`config.mk`:
```
export PLATFORM = sky130hd
export DESIGN_NAME = led_ctrl
export DESIGN_NICKNAME = d
export VERILOG_FILES = /design/src/rtl/led_ctrl.sv
export SDC_FILE = /design/constraint.sdc
export NUM_CORES = 1
export LEC_CHECK = 0
export CORE_ASPECT_RATIO = 0.8
export CORE_MARGIN = 1.5
export CORE_UTILIZATION = 50
export CTS_BUF_LIST = sky130_fd_sc_hd__clkbuf_16
export CTS_CLUSTER_DIAMETER = 150
export DETAILED_ROUTE_END_ITERATION = 8
export PLACE_DENSITY = 0.73
export SLEW_MARGIN = 20
export SYNTH_ARGS = -nofsm -noshare
export SYNTH_HDL_FRONTEND = slang
export SYNTH_SLANG_ARGS = --single-unit
```
`constraint.sdc`:
```
create_clock -name clk -period 1.6 [get_ports clk]
set_input_delay 0.24 -clock clk [delete_from_list [all_inputs] [get_ports clk]]
set_output_delay 0.24 -clock clk [all_outputs]
set_load 0.01 [all_outputs]
```
`src/rtl/led_ctrl.sv`:
```
`default_nettype none
// +----------------------------------------------------------------------+
// | Module   : led_ctrl (with helper led_ctrl_debounce)                   |
// | Purpose  : Mode controller for a 2-bit LED output stage. Synchronizes |
// |            and debounces a 4-bit switch bank and a mode button, then  |
// |            drives the LEDs in DECODE / BLINK / LAMP / OFF modes, plus |
// |            a free-running heartbeat blink.                            |
// | Options  : LED_CTRL_ACTIVE_LOW_EN - invert led and blink at the       |
// |            output register (reset led=11, blink=1, OFF drives 11).    |
// | Revision : 1.0 - initial release                                      |
// +----------------------------------------------------------------------+

// Two-flop synchronizer followed by a stable-count debouncer.
module led_ctrl_debounce #(
  parameter int WIDTH      = 1,
  parameter int DEB_CYCLES = 4
) (
  input  logic             clk,
  input  logic             reset,
  input  logic [WIDTH-1:0] raw,
  output logic [WIDTH-1:0] stable
);

  localparam int              CNT_W    = (DEB_CYCLES > 1) ? $clog2(DEB_CYCLES) : 1;
  localparam logic [CNT_W-1:0] CNT_LAST = CNT_W'(DEB_CYCLES - 1);

  logic [WIDTH-1:0] meta_q, meta_d;
  logic [WIDTH-1:0] sync_q, sync_d;
  logic [WIDTH-1:0] cand_q, cand_d;
  logic [WIDTH-1:0] stable_q, stable_d;
  logic [CNT_W-1:0] cnt_q, cnt_d;

  // Candidate tracks the synced input; any change restarts the stability count.
  always_comb begin
    meta_d   = raw;
    sync_d   = meta_q;
    cand_d   = cand_q;
    cnt_d    = cnt_q;
    stable_d = stable_q;
    if (sync_q != cand_q) begin
      cand_d = sync_q;
      cnt_d  = '0;
    end else if (cand_q != stable_q) begin
      if (cnt_q == CNT_LAST) begin
        stable_d = cand_q;
      end else begin
        cnt_d = cnt_q + 1'b1;
      end
    end
  end

  // Synchronizer, candidate, counter and stable registers.
  always_ff @(posedge clk) begin
    if (reset) begin
      meta_q   <= '0;
      sync_q   <= '0;
      cand_q   <= '0;
      cnt_q    <= '0;
      stable_q <= '0;
    end else begin
      meta_q   <= meta_d;
      sync_q   <= sync_d;
      cand_q   <= cand_d;
      cnt_q    <= cnt_d;
      stable_q <= stable_d;
    end
  end

  assign stable = stable_q;

endmodule

module led_ctrl #(
  parameter int DEB_CYCLES = 4,
  parameter int BLINK_DIV  = 8
) (
  input  logic       clk,
  input  logic       reset,
  input  logic [3:0] s,
  input  logic       mode_btn,
  output logic [1:0] led,
  output logic       blink,
  output logic [1:0] mode
);

`ifdef LED_CTRL_ACTIVE_LOW_EN
  localparam logic OUT_INV = 1'b1;
`else
  localparam logic OUT_INV = 1'b0;
`endif

  localparam int               PRE_W    = (BLINK_DIV > 1) ? $clog2(BLINK_DIV) : 1;
  localparam logic [PRE_W-1:0] PRE_LAST = PRE_W'(BLINK_DIV - 1);

  typedef enum logic [1:0] {
    MODE_DECODE = 2'b00,
    MODE_BLINK  = 2'b01,
    MODE_LAMP   = 2'b10,
    MODE_OFF    = 2'b11
  } mode_e;

  logic [3:0] s_stable;
  logic       btn_stable;

  led_ctrl_debounce #(.WIDTH(4), .DEB_CYCLES(DEB_CYCLES)) u_deb_s (
    .clk    (clk),
    .reset  (reset),
    .raw    (s),
    .stable (s_stable)
  );

  led_ctrl_debounce #(.WIDTH(1), .DEB_CYCLES(DEB_CYCLES)) u_deb_btn (
    .clk    (clk),
    .reset  (reset),
    .raw    (mode_btn),
    .stable (btn_stable)
  );

  mode_e            mode_q, mode_d;
  logic             btn_prev_q, btn_prev_d;
  logic [PRE_W-1:0] pre_q, pre_d;
  logic [1:0]       lamp_idx_q, lamp_idx_d;
  logic             blink_q, blink_d;
  logic [1:0]       led_q, led_d;
  logic             tick;
  logic             blink_true_next;
  logic [1:0]       led_true;

  // Next-state: mode sequencing, prescaler, heartbeat, lamp walk and LED decode.
  always_comb begin
    btn_prev_d = btn_stable;
    mode_d     = mode_q;
    if (btn_stable && !btn_prev_q) begin
      case (mode_q)
        MODE_DECODE: mode_d = MODE_BLINK;
        MODE_BLINK:  mode_d = MODE_LAMP;
        MODE_LAMP:   mode_d = MODE_OFF;
        default:     mode_d = MODE_DECODE;
      endcase
    end

    tick  = (pre_q == PRE_LAST);
    pre_d = tick ? '0 : pre_q + 1'b1;

    // blink_q holds the output polarity; a toggle is polarity-agnostic.
    blink_d         = tick ? ~blink_q : blink_q;
    blink_true_next = blink_d ^ OUT_INV;

    // Entering LAMP restarts the walk and swallows a coincident tick.
    lamp_idx_d = lamp_idx_q;
    if (mode_d == MODE_LAMP && mode_q != MODE_LAMP) begin
      lamp_idx_d = 2'd0;
    end else if (mode_d == MODE_LAMP && tick) begin
      lamp_idx_d = lamp_idx_q + 2'd1;
    end

    case (mode_q)
      MODE_DECODE: led_true = {s_stable[3] & s_stable[2], s_stable[1] ^ s_stable[0]};
      MODE_BLINK:  led_true = {blink_true_next, ~blink_true_next};
      MODE_LAMP:   led_true = lamp_idx_q + 2'd1;  // 0..3 -> 01,10,11,00
      default:     led_true = 2'b00;
    endcase
    led_d = led_true ^ {2{OUT_INV}};
  end

  // Mode FSM state and all registered outputs.
  always_ff @(posedge clk) begin
    if (reset) begin
      mode_q     <= MODE_DECODE;
      btn_prev_q <= 1'b0;
      pre_q      <= '0;
      lamp_idx_q <= 2'd0;
      blink_q    <= OUT_INV;
      led_q      <= {2{OUT_INV}};
    end else begin
      mode_q     <= mode_d;
      btn_prev_q <= btn_prev_d;
      pre_q      <= pre_d;
      lamp_idx_q <= lamp_idx_d;
      blink_q    <= blink_d;
      led_q      <= led_d;
    end
  end

  assign led   = led_q;
  assign blink = blink_q;
  assign mode  = mode_q;

endmodule
`default_nettype wire

```
==> flow_summary.json <==
{
  "status": "finished, violations left",
  "violations": "setup timing",
  "yosysUniqueCellTypes": 34,
  "crit_path_end_kind": "register",
  "core_region_area_um2": 2810,
  "area_growth_pct": 25.5,
  "hold_viol": 0,
  "tightest_slew_ps": 334,
  "first_pass_iters": 4,
  "vias": 1065,
  "worstReg2RegStart": "mode[0]",
  "synth-seq-area-share_pct": 46.6,
  "cts_tree": "done",
  "clock_skew_ps": 3.96,
  "period_minus_slack_ps": 1600,
  "drt-initial-drc-count": 44,
  "hold_buffers": 0,
  "start_util_pct": 53.6,
  "slew_headroom_pct": 77.6,
  "crit_fanout": 4,
  "clockBufferDepth": 2,
  "slew_viol_final": 0,
  "yosysTopAreaCell": "dfxtp_1",
  "ys_seq_elements": 35,
  "grt_use_total_pct": 18.2,
  "finalSetupViolCount": 1,
  "antenna_found_initial": 0,
  "hold_path_class": "register to register",
  "vdd_drop_max_v": 0.000978,
  "route.detailed.drc": 0,
  "postSynthCellCount": 149,
  "ys_async_sr_fraction_pct": 0,
  "swShare_pct": 20.3,
  "synth_area_per_cell_um2": 10.1,
  "whs_path_depth": 1,
  "hold_ws_ps": 432,
  "n_fill_cell": 223,
  "htree_num_levels": 2,
  "fin_area_um2": 1890,
  "grt_overflow": 0,
  "synth_area_leaders": "dfxtp_1 47%, ha_1 6.7%, nor2b_1 6.7%",
  "drive_gt1_share_pct": 18.5,
  "gp_congestion": 0.861,
  "cp_common_cell": "buf_4",
  "leakage_nw": 0.743,
  "seqPwrFrac_pct": 45.1,
  "synth_flop_cell": "dfxtp_1",
  "r2r-end": "lamp_idx_q[0]",
  "pwr_density_cell_nw_per_um2": 1070,
  "maxCapViolations": 0,
  "fmax_mhz": 624,
  "cp_num_buf_inv": 2,
  "dpl-instance-area_um2": 1700,
  "pwr-share-comb_pct": 4.2,
  "nets": 183,
  "syn_nets": 164,
  "vias_per_cell": 5.17,
  "hold_end": "pre_q[0]",
  "netlist_area_um2": 1500,
  "grt_pass1_vias": 989,
  "ff2ff_path_depth": 7,
  "clkPwrFrac_pct": 50.8,
  "num_rows": 17,
  "hpwl_um": 1720,
  "cts_sinks": 35,
  "cts_root_buf": "clkbuf_16",
  "min_from": "pre_q[0]",
  "p_sw_mw": 0.408,
  "pre_cts_ws_ps": -41.0,
  "r2r_slack_ps": -3,
  "yosysTopAreaCellShare_pct": 46.6,
  "synth_edf_count": 0,
  "crit_arrival_ps": 1740,
  "grt_pass1_wl_um": 4330,
  "wl_um": 2590,
  "cp_top_family": "compound AO/OA/AOI/OAI gates",
  "yosysWarningCount": 0,
  "die_area_um2": 3350,
  "path_class": "register to register",
  "cp_cell_sequence": "buf_4 -> ha_2 -> o21bai_1 -> buf_4 -> a32o_2 -> a31oi_4 -> a311oi_2",
  "cts_buffers": 5,
  "required_ps": 1740,
  "wl_per_cell_um": 12.5,
  "critPathLaunchType": "register",
  "diodes": 0,
  "clk_latency_ps": 280,
  "p_int_mw": 1.60,
  "cp_slowest_cell": "dfxtp_4",
  "slowest_delay_ps": 350,
  "io_buffers": 11,
  "dieHeight_um": 52.1,
  "fin_crit_sh_pct": 100,
  "grt_max_degree": 23,
  "fp.dieW_um": 64.3,
  "clk_pin_slew_ps": 60,
  "io_pins": 12,
  "grt_setup_unrepaired": "yes",
  "setup_ws_ps": -2.71,
  "ant_nets": 0
}
==> cells in the final DEF (no fill, tap or decap), types with 2 or more instances in the layout <==
cell type,n
nand2b_1,12
ha_2,2
dfxtp_1,33
o21ai_0,2
nor2b_1,16
nor3_1,3
a21o_1,2
clkdlybuf4s50_1,11
a21oi_1,4
mux2i_1,6
nor3b_1,3
dfxtp_4,2
nor2_1,8
ha_1,6
nor4_1,2
a32oi_1,2
clkbuf_16,6
nand2_1,3
inv_2,2
buf_4,10
xnor2_1,7
xor2_1,7
inv_1,2
==> per-stage QoR <==
step                utilization [%]  setup TNS [ps]  std cells  power [mW]
floorplan                         -               0        149       0.980
global placement               60.4               0        198        1.00
detailed placement             60.4           -41.0        198        1.01
CTS                            66.8               0        206        2.04
global route                   67.2           -93.1        206        2.08
finish                         67.2           -2.71        206        2.01
==> cell usage after synthesis (2+ instances only) <==
cell and number:
buf_2 2, a31oi_1 2, nor3_1 3, inv_1 4
ha_1 8, a32oi_1 2, dfxtp_1 35, clkbuf_1 6
nand2_1 3, nor4_1 2, a311oi_1 2, a21oi_1 4
xnor2_1 7, o21ai_0 2, nor2b_1 16, nor2_1 8
nor3b_1 3, mux2i_1 6, nand2b_1 12, a21o_1 2
xor2_1 7
==> state kept, by name (all words and copies together), names as in the netlist, 2 cells and up <==
name	count
u_deb_btn.cnt_q	2
u_deb_s.stable	4
u_deb_s.cand_q	4
pre_q	3
u_deb_s.cnt_q	2
mode	2
u_deb_s.meta_q	4
led	2
lamp_idx_q	2
u_deb_s.sync_q	4
==> power by group through the flow <==
| stage | Sequential (mW) | Combinational [mW] | Clock, mW |
|---|---|---|---|
| final | 0.907 | 0.0838 | 1.02 |
| after global routing | 0.909 | 0.0948 | 1.07 |
| after CTS | 0.907 | 0.0850 | 1.04 |
| after detailed placement | 0.925 | 0.0844 | 0 |
| after global placement | 0.924 | 0.0796 | 0 |
| after floorplan | 0.920 | 0.0606 | 0 |
==> repair_timing <==
action,CTS,global route
buffers inserted,1,0
setup endpoints to repair,2,6
gates resized for setup,4,2
pin swaps,2,1
==> metal layers <==
metal | vias to the layer above | global-route usage (%) | wire [um]
li1 | 539 | - | -
met1 | 495 | 19.7 | 1190
met2 | 22 | 30.0 | 1200
met3 | 9 | 6.49 | 106
met4 | 0 | 12.8 | 91
met5 | - | 0 | 0
==> how the worst max path moves through the flow <==
stage / start / to / slack, ps / cells past startpoint
final: mode[0] / lamp_idx_q[0] / -3 / 7
after global routing: mode[0] / lamp_idx_q[0] / -50 / 7
after CTS: mode[0] / lamp_idx_q[1] / 10 / 6
after detailed placement: mode[1] / lamp_idx_q[1] / -40 / 6
after global placement: mode[0] / lamp_idx_q[1] / 20 / 6
after floorplan: mode[0] / lamp_idx_q[1] / 3 / 6
==> area by class of cell <==
cell class                 count  area (um^2)  area share, %
clock buffer                   6          150           7.96
clock inverter                 1         7.51          0.398
inverter                       4         15.0          0.796
multi-input combinational    101          773           41.0
sequential                    35          708           37.5
tap                           38         47.5           2.52
timing repair buffer          21          185           9.81
==> kinds of logic after synthesis <==
logic type | share of synthesized area [%]
compound gates | 10.2
fa+ha+maj | 6.66
xor+xnor | 8.15
flops | 46.6
buf+inv | 3.91
simple gates | 20.5
mux | 3.99
==> worst register-to-register path, cell delays in order (launching register included) <==
cell	delay [ps]
dfxtp_4	350
buf_4	130
ha_2	190
o21bai_1	170
buf_4	140
a32o_2	250
a31oi_4	160
a311oi_2	70
Note: power is estimated with default switching activity, not from simulation.
